$ cat src/rtl/dram_arbiter.sv
// N-port round-robin command arbiter in front of the DRAM wrapper, with an in-order read tag FIFO.
// Define DRAM_ARB_FIXED_PRIO_EN to replace round-robin with fixed priority (lowest index wins).
module dram_arbiter #(
  parameter int NUM_PORTS      = 2,
  parameter int ADDR_WIDTH     = 27,
  parameter int DATA_WIDTH     = 128,
  parameter int MASK_WIDTH     = 16,
  parameter int TAG_ADDR_WIDTH = 3
) (
  input  logic                           clk,
  input  logic                           i_rst,
  input  logic [NUM_PORTS-1:0]           i_p_ren,
  input  logic [NUM_PORTS-1:0]           i_p_wen,
  input  logic [NUM_PORTS*ADDR_WIDTH-1:0] i_p_addr,
  input  logic [NUM_PORTS*DATA_WIDTH-1:0] i_p_data,
  input  logic [NUM_PORTS*MASK_WIDTH-1:0] i_p_mask,
  output logic [NUM_PORTS-1:0]           o_p_grant,
  output logic [DATA_WIDTH-1:0]          o_p_data,
  output logic [NUM_PORTS-1:0]           o_p_data_valid,
  output logic                           o_dram_ren,
  output logic                           o_dram_wen,
  output logic [ADDR_WIDTH-1:0]          o_dram_addr,
  output logic [DATA_WIDTH-1:0]          o_dram_data,
  output logic [MASK_WIDTH-1:0]          o_dram_mask,
  input  logic                           i_dram_busy,
  input  logic [DATA_WIDTH-1:0]          i_dram_data,
  input  logic                           i_dram_data_valid,
  output logic [TAG_ADDR_WIDTH:0]        o_outstanding,
  output logic                           o_err
);

  localparam int DEPTH = 2 ** TAG_ADDR_WIDTH;
  localparam int PTR_W = (NUM_PORTS > 1) ? $clog2(NUM_PORTS) : 1;
  localparam logic [PTR_W-1:0] LAST_PORT = PTR_W'(NUM_PORTS - 1);

  logic                      fifo_full;
  logic [NUM_PORTS-1:0]      eligible;
  logic [2*NUM_PORTS-1:0]    elig_dbl;
  logic [NUM_PORTS-1:0]      elig_rot;
  logic [PTR_W-1:0]          search_start;
  logic [PTR_W-1:0]          winner;
  logic                      found;
  logic                      grant_any;
  logic                      winner_writes;
  logic                      push;
  logic                      pop;
  logic [TAG_ADDR_WIDTH-1:0] wr_ptr;
  logic [TAG_ADDR_WIDTH-1:0] rd_ptr;
  logic [PTR_W-1:0]          tag_mem [DEPTH];

  // Reads are held off once every tag slot is in use; writes never need a tag.
  assign fifo_full = (o_outstanding == (TAG_ADDR_WIDTH+1)'(DEPTH));
  assign eligible  = i_p_wen | (i_p_ren & {NUM_PORTS{~fifo_full}});

`ifdef DRAM_ARB_FIXED_PRIO_EN
  assign search_start = '0;
`else
  logic [PTR_W-1:0] rr_ptr;

  always_ff @(posedge clk) begin
    if (i_rst)
      rr_ptr <= '0;
    else if (grant_any)
      rr_ptr <= (winner == LAST_PORT) ? '0 : winner + 1'b1;
  end

  assign search_start = rr_ptr;
`endif

  // Rotate so bit 0 is the port at the search start, then take the first set bit.
  assign elig_dbl = {eligible, eligible} >> search_start;
  assign elig_rot = elig_dbl[NUM_PORTS-1:0];

  always_comb begin
    int sum;
    found  = 1'b0;
    winner = '0;
    sum    = 0;
    for (int i = 0; i < NUM_PORTS; i++) begin
      if (!found && elig_rot[i]) begin
        found = 1'b1;
        sum   = int'(search_start) + i;
        if (sum >= NUM_PORTS) sum = sum - NUM_PORTS;
        winner = PTR_W'(sum);
      end
    end
  end

  assign grant_any     = found & ~i_dram_busy & ~i_rst;
  assign winner_writes = i_p_wen[winner];
  assign o_p_grant     = grant_any ? (NUM_PORTS'(1) << winner) : '0;
  assign o_dram_wen    = grant_any & winner_writes;
  assign o_dram_ren    = grant_any & ~winner_writes;
  assign o_dram_addr   = i_p_addr[winner*ADDR_WIDTH +: ADDR_WIDTH];
  assign o_dram_data   = i_p_data[winner*DATA_WIDTH +: DATA_WIDTH];
  assign o_dram_mask   = i_p_mask[winner*MASK_WIDTH +: MASK_WIDTH];

  assign push = o_dram_ren;
  assign pop  = i_dram_data_valid & (o_outstanding != '0);

  always_ff @(posedge clk) begin
    if (i_rst) begin
      wr_ptr        <= '0;
      rd_ptr        <= '0;
      o_outstanding <= '0;
    end else begin
      if (push) wr_ptr <= wr_ptr + 1'b1;
      if (pop)  rd_ptr <= rd_ptr + 1'b1;
      case ({push, pop})
        2'b10:   o_outstanding <= o_outstanding + 1'b1;
        2'b01:   o_outstanding <= o_outstanding - 1'b1;
        default: o_outstanding <= o_outstanding;
      endcase
    end
  end

  // Tag storage needs no reset: entries are only read behind a valid count.
  always_ff @(posedge clk) begin
    if (push) tag_mem[wr_ptr] <= winner;
  end

  // Return path: one register stage, routed by the tag at the FIFO head.
  always_ff @(posedge clk) begin
    if (i_rst) begin
      o_p_data       <= '0;
      o_p_data_valid <= '0;
      o_err          <= 1'b0;
    end else begin
      o_p_data_valid <= pop ? (NUM_PORTS'(1) << tag_mem[rd_ptr]) : '0;
      if (i_dram_data_valid) o_p_data <= i_dram_data;
      if (i_dram_data_valid && !pop) o_err <= 1'b1;
    end
  end

endmodule

$ cat config.mk
export PLATFORM = sky130hd
export DESIGN_NAME = dram_arbiter
export DESIGN_NICKNAME = d
export VERILOG_FILES = /design/src/rtl/dram_arbiter.sv
export SDC_FILE = /design/constraint.sdc
export NUM_CORES = 1
export LEC_CHECK = 0
export ABC_AREA = 1
export CORE_AREA = 4 4 303 305
export DETAILED_ROUTE_END_ITERATION = 16
export DIE_AREA = 0 0 307 309
export PLACE_DENSITY_LB_ADDON = 0.15
export REMOVE_ABC_BUFFERS = 1
export SETUP_SLACK_MARGIN = 0.05
export SYNTH_ARGS = -nofsm -noshare
export SYNTH_HDL_FRONTEND = slang
export SYNTH_SLANG_ARGS = --single-unit
$ cat constraint.sdc
create_clock -name clk -period 6.2 [get_ports clk]
set_input_delay 1.24 -clock clk [delete_from_list [all_inputs] [get_ports clk]]
set_output_delay 1.24 -clock clk [all_outputs]
set_load 0.03 [all_outputs]
* Yosys cells after proc, flatten, opt, wreduce, memory -nomap -nowiden
Memory sizes are Yosys's and may differ from the RTL's. A register that Yosys moved wholly into a read port is not among the register bits.
Index checks and enable logic that the tools add are counted.
** Word-level totals
- Bits in registers :: 142
- Bits in latches :: 0
- RAM bits :: 8
- ROM bits :: 0
- Word-level logic and storage cells :: 63
- Memories :: 1
** Operators by class
- $add $sub $neg :: 8
- Multiply operators :: 1
- Divide/modulo/power cells :: 0
- $lt $le $gt $ge :: 3
- Equal/unequal tests :: 3
- Shift operators :: 6
- Muxes and demuxes :: 15
- Bitwise logic cells :: 12
- Reduce and logical (&&, ||, !) cells :: 7
** Memory list
- tag_mem :: words 8, width 1, read ports 1, clocked after memory_dff 1, write ports 1, line 49 : logic [PTR_W-1:0] tag_mem [DEPTH];
** Operators by type and width (count)
- $shiftx 256x9->128 :: 1
- $shiftx 54x7->27 :: 1
- $shiftx 32x6->16 :: 1
- $mux 1 :: 11
- $pmux 4 s2 :: 1
- $add 3x1->3 const B :: 2
- $mul 1x5->6 const B :: 1
- $mux 3 :: 2
- $and 1x1->1 :: 5
- $not 1->1 :: 5
- $add 4x1->4 const B :: 1
- $eq 4x4->1 const B :: 1
- $reduce_bool 4->1 :: 1
- $shl 1x1->2 const A :: 2
- $shr 4x1->2 :: 1
- $sub 4x1->4 const B :: 1
- $add 1x1->2 const B :: 1
- $and 2x2->2 :: 1
- $eq 2x1->1 const B :: 1
- $eq 2x2->1 const B :: 1
- $ge 1x2->1 const B :: 1
- $ge 2x2->1 const B :: 1
- $logic_and 1x1->1 :: 2
- $logic_not 1->1 :: 2
- other kinds (7) :: 8

* Depth between registers and ports, before layout
- Depth in word-level cells :: 15
- Depth in mapped cells :: 15
- Mapped depth without buffers :: 15

* Worst setup path before layout
OpenSTA, ideal clock, no wires.
- Path type :: input to output
- From :: in i_p_wen[0]
- To :: out o_p_grant[1]
- Arrival time :: 2.227 ns
- Data required time :: 4.960 ns
- Path slack :: 2.733 ns
- Stages on the path :: 7
- Cell sequence :: inv_1 -> nand2_1 -> nand2_1 -> nand2_2 -> buf_4 -> buf_4 -> nor2_1
** On the way
- Cells in the longest elaborated chain, start to end :: 9
** Ends and longest elaborated chain
- start: declaration :: line 13 : input logic [NUM_PORTS-1:0] i_p_wen,
- $or 2x2->2 (*) :: line 53 : assign eligible = i_p_wen | (i_p_ren & {NUM_PORTS{~fifo_full}});
- $shr 4x1->2 (*) :: line 71 : assign elig_dbl = {eligible, eligible} >> search_start;
- $mux 1 :: line 80 : if (!found && elig_rot[i]) begin
- $logic_not 1->1 :: line 80
- $logic_and 1x1->1 :: line 80
- $mux 1 :: line 80
- $and 1x1->1 (2 in series) :: line 89 : assign grant_any = found & ~i_dram_busy & ~i_rst;
- $mux 2 (*) :: line 91 : assign o_p_grant = grant_any ? (NUM_PORTS'(1) << winner) : '0;
- end: declaration :: line 17 : output logic [NUM_PORTS-1:0] o_p_grant,
Every way passes the cells marked *; elsewhere a longest branch is shown, timed or not.

* Worst setup path after layout
- From :: in i_p_wen[0]
- To :: out o_dram_mask[13]
** On the way
- Cells in the longest elaborated chain, start to end :: 7
** Ends and longest elaborated chain
- $or 2x2->2 (*) :: line 53
- $shr 4x1->2 (*) :: line 71
- $mux 1 :: line 80
- $logic_not 1->1 :: line 80
- $logic_and 1x1->1 :: line 80
- $mux 1 (*) :: line 80
- $shiftx 32x6->16 (*) :: line 96 : assign o_dram_mask = i_p_mask[winner*MASK_WIDTH +: MASK_WIDTH];
- end: declaration :: line 24 : output logic [MASK_WIDTH-1:0] o_dram_mask,
Marked as above.

==> impl_metrics.tcl <==
set metrics [dict create \
    status "finished clean" \
    synth_warnings 0 \
    clk_latency_ns 0.44 \
    hold_depth 2 \
    synthTopCellsByArea "dfxtp_1, nand2_1, nor2_1" \
    drt_iter0_drc 560 \
    hp-start "rd_ptr[2]" \
    postSynthCellCount 1249 \
    worst_pin_slew_ns 1.090 \
    setup_tns_ns 0 \
    layout-drive-gt1-share_pct 3.255 \
    clock.fmax_mhz 186.9 \
    timing_worst_setup_path_type "in -> out" \
    postCtsHoldBufs 0 \
    min_period_ns 5.351 \
    grt_max_degree 174 \
    num_rows 110 \
    fp.dieW_um 307 \
    grt_first_pass_wirelength_um 81520 \
    power_leakage_nw 7.195 \
    num_vias 10540 \
    antenna_left 0 \
    wl_met3_um 5707 \
    slew-limit-headroom_pct 27.34 \
    cts_root_buf "clkbuf_16" \
    cts_sinks 153 \
    overflow 0 \
    hpwlAfterDp_um 50380 \
    gp_congestion 0.8453 \
    top_layer "met5" \
    hold_viol_final 0 \
    r2r_cells 14 \
    post-route-period-util_pct 86.31 \
    synthMuxAreaShare_pct 0.1299 \
    wl_per_cell_um 18.95 \
    antenna_found_initial 22 \
    cts_buffers 17 \
    vias_per_cell 3.309 \
    synth_compound_area_share_pct 10.15 \
    cts_setup_buffers 0 \
    yosys_register_bits 153 \
    rsz0062_at_grt "false" \
    r2r_slack_ns 3.44 \
    grt_usage_pct 11.97 \
    core_um2 89320 \
    synth_area_um2 7704 \
    ys_seq_area_share_pct 40.80 \
    ir_drop_mv 0.1255 \
    power.density_nw_per_um2 247.4 \
    wl_met2_um 31930 \
    portBuffers 787 \
    pre_cts_slack_ns 0.9183 \
    min_path_type "reg -> reg" \
    synth_adder_area_share_pct 0.8121 \
    cp_max_fo 173 \
    clockBufferDepth 2 \
    ys_types 27 \
    nets 2467 \
    dr.pass1.iters 5 \
    drc 0 \
    skew_ns 0.006228 \
    yosys.area_share.xor_xnor_pct 0.4548 \
    wirelength_um 60340 \
    cp_data_arrival_time_ns 4.11 \
    yosys.area.top_type "dfxtp_1" \
    worst_setup_path_end_kind "output pin" \
    power_w 0.004293 \
    avgSynthCellArea_um2 6.168 \
    slew_violations 0 \
    path_clk_slew_ns 0.06 \
    area_delta_synth_final_pct 125.2 \
    post-synth-top-area-fraction_pct 37.68 \
    cap_violations 0 \
    synth_top_family_by_area "simple AND/OR/NAND/NOR gates" \
    htree_num_levels 4 \
    die_h_um 309 \
    wl_met1_um 21070 \
    start_util_pct 8.624 \
    first_global_vias 10920 \
    worstReg2RegEnd "o_outstanding[2]" \
    startpoint_type "primary input" \
    crit_required_ns 4.96 \
    cts_tree "built" \
    synth_simple_gate_area_share_pct 40.91 \
    fin_ws_ns 0.8491 \
    hold_ws_ns 0.4601 \
    dieArea_um2 94860 \
    r2r_start "o_outstanding[1]" \
    cts_resized 0 \
    ios 788 \
    setup_viol 0 \
]
## per-layer routing
layer	global-route usage, %	vias to the layer above
li1	-	5354
met1	11.71	4678
met2	22.76	437
met3	5.155	54
met4	3.728	12
met5	0	-
## through the flow
| step | instances | utilization (%) | cell area [um2] |
|---|---|---|---|
| after floorplan | 1169 | - | 7269 |
| after global placement | 3141 | 18.73 | 16730 |
| after detailed placement | 3141 | 18.73 | 16730 |
| after CTS | 3173 | 19.39 | 17320 |
| after global routing | 3173 | 19.39 | 17320 |
| final | 3184 | 19.43 | 17350 |
## worst max path at each step
stage / depth (start not counted) / end / from / slack (ns)
final: 9 / o_dram_mask[13] / i_p_wen[0] / 0.85
after global routing: 9 / o_dram_mask[13] / i_p_wen[0] / 0.79
after CTS: 9 / o_dram_mask[13] / i_p_wen[0] / 0.92
after detailed placement: 9 / o_dram_mask[13] / i_p_wen[0] / 0.92
after global placement: 9 / o_dram_mask[13] / i_p_ren[0] / 0.88
after floorplan: 7 / o_dram_addr[0] / i_p_wen[0] / 0.59
## worst max-delay path, stage by stage
cell             delay (ns)
clkdlybuf4s50_1        0.50
inv_1                  0.07
nand2_1                0.08
nand2_1                0.13
nand2_8                0.11
buf_12                 0.41
nand2_1                0.22
nand2_1                0.27
clkdlybuf4s50_1        0.73
## logic make-up (layout without fill, tap and decap cells)
logic type / Yosys count / in the layout
buf+inv: 102 / 850
other cells: 0 / 11
compound gates: 154 / 154
xor+xnor: 4 / 4
mux: 1 / 1
flops: 153 / 153
simple gates: 830 / 830
fa+ha+maj: 5 / 5
## state kept, by name, indices dropped and copies added (netlist names), named ones only
register	cells
rd_ptr	3
o_outstanding	4
tag_mem	8
o_p_data	128
rr_ptr	1
o_err	1
o_p_data_valid	2
wr_ptr	3
## power by group
| part | switching [W] | internal [W] | total [W] | leakage, nW |
|---|---|---|---|---|
| Combinational | 0.00121 | 0.000847 | 0.00206 | 5.62 |
| Sequential | 0.0000531 | 0.00108 | 0.00113 | 1.28 |
| Clock | 0.000489 | 0.000616 | 0.00111 | 0.297 |
## cell usage in the layout, fill, tap and decap left out, drive strengths merged
cell / Yosys / routed
clkdlybuf4s50: 0 / 775
nand2: 539 / 539
nor2: 279 / 279
dfxtp: 145 / 145
o21ai: 138 / 138
inv: 22 / 30
buf: 46 / 21
clkbuf: 34 / 18
a21oi: 13 / 13
diode: 0 / 11
nand3: 8 / 8
edfxtp: 8 / 8
ha: 5 / 5
xor2: 3 / 3
clkinv: 0 / 3
nand4: 2 / 2
bufinv: 0 / 2
a31oi: 1 / 1
mux2i: 1 / 1
o22ai: 1 / 1
o211ai: 1 / 1
and3: 1 / 1
xnor2: 1 / 1
nor3: 1 / 1
clkinvlp: 0 / 1
## Yosys cell counts
cell / count
nor3_1: 1
xor2_1: 3
o22ai_1: 1
nand4_1: 2
mux2i_1: 1
buf_6: 9
edfxtp_1: 8
buf_2: 20
nand2_2: 4
nand3_1: 8
ha_1: 5
inv_4: 1
dfxtp_1: 145
buf_1: 6
o211ai_1: 1
xnor2_1: 1
nor2_1: 276
and3_1: 1
clkbuf_1: 34
inv_2: 1
inv_1: 20
nor2_2: 3
nand2_1: 535
buf_4: 11
a21oi_1: 13
a31oi_2: 1
o21ai_0: 138
## layout make-up
class	count	area [um2]
Multi-Input combinational cell	994	4055
Inverter	22	91.34
Antenna cell	11	27.53
Timing Repair Buffer	796	7965
Tap cell	1176	1471
Sequential cell	153	3143
Fill cell	10070	71970
Clock inverter	14	158.9
Clock buffer	18	439.2
(Power assumes the default switching activity.)
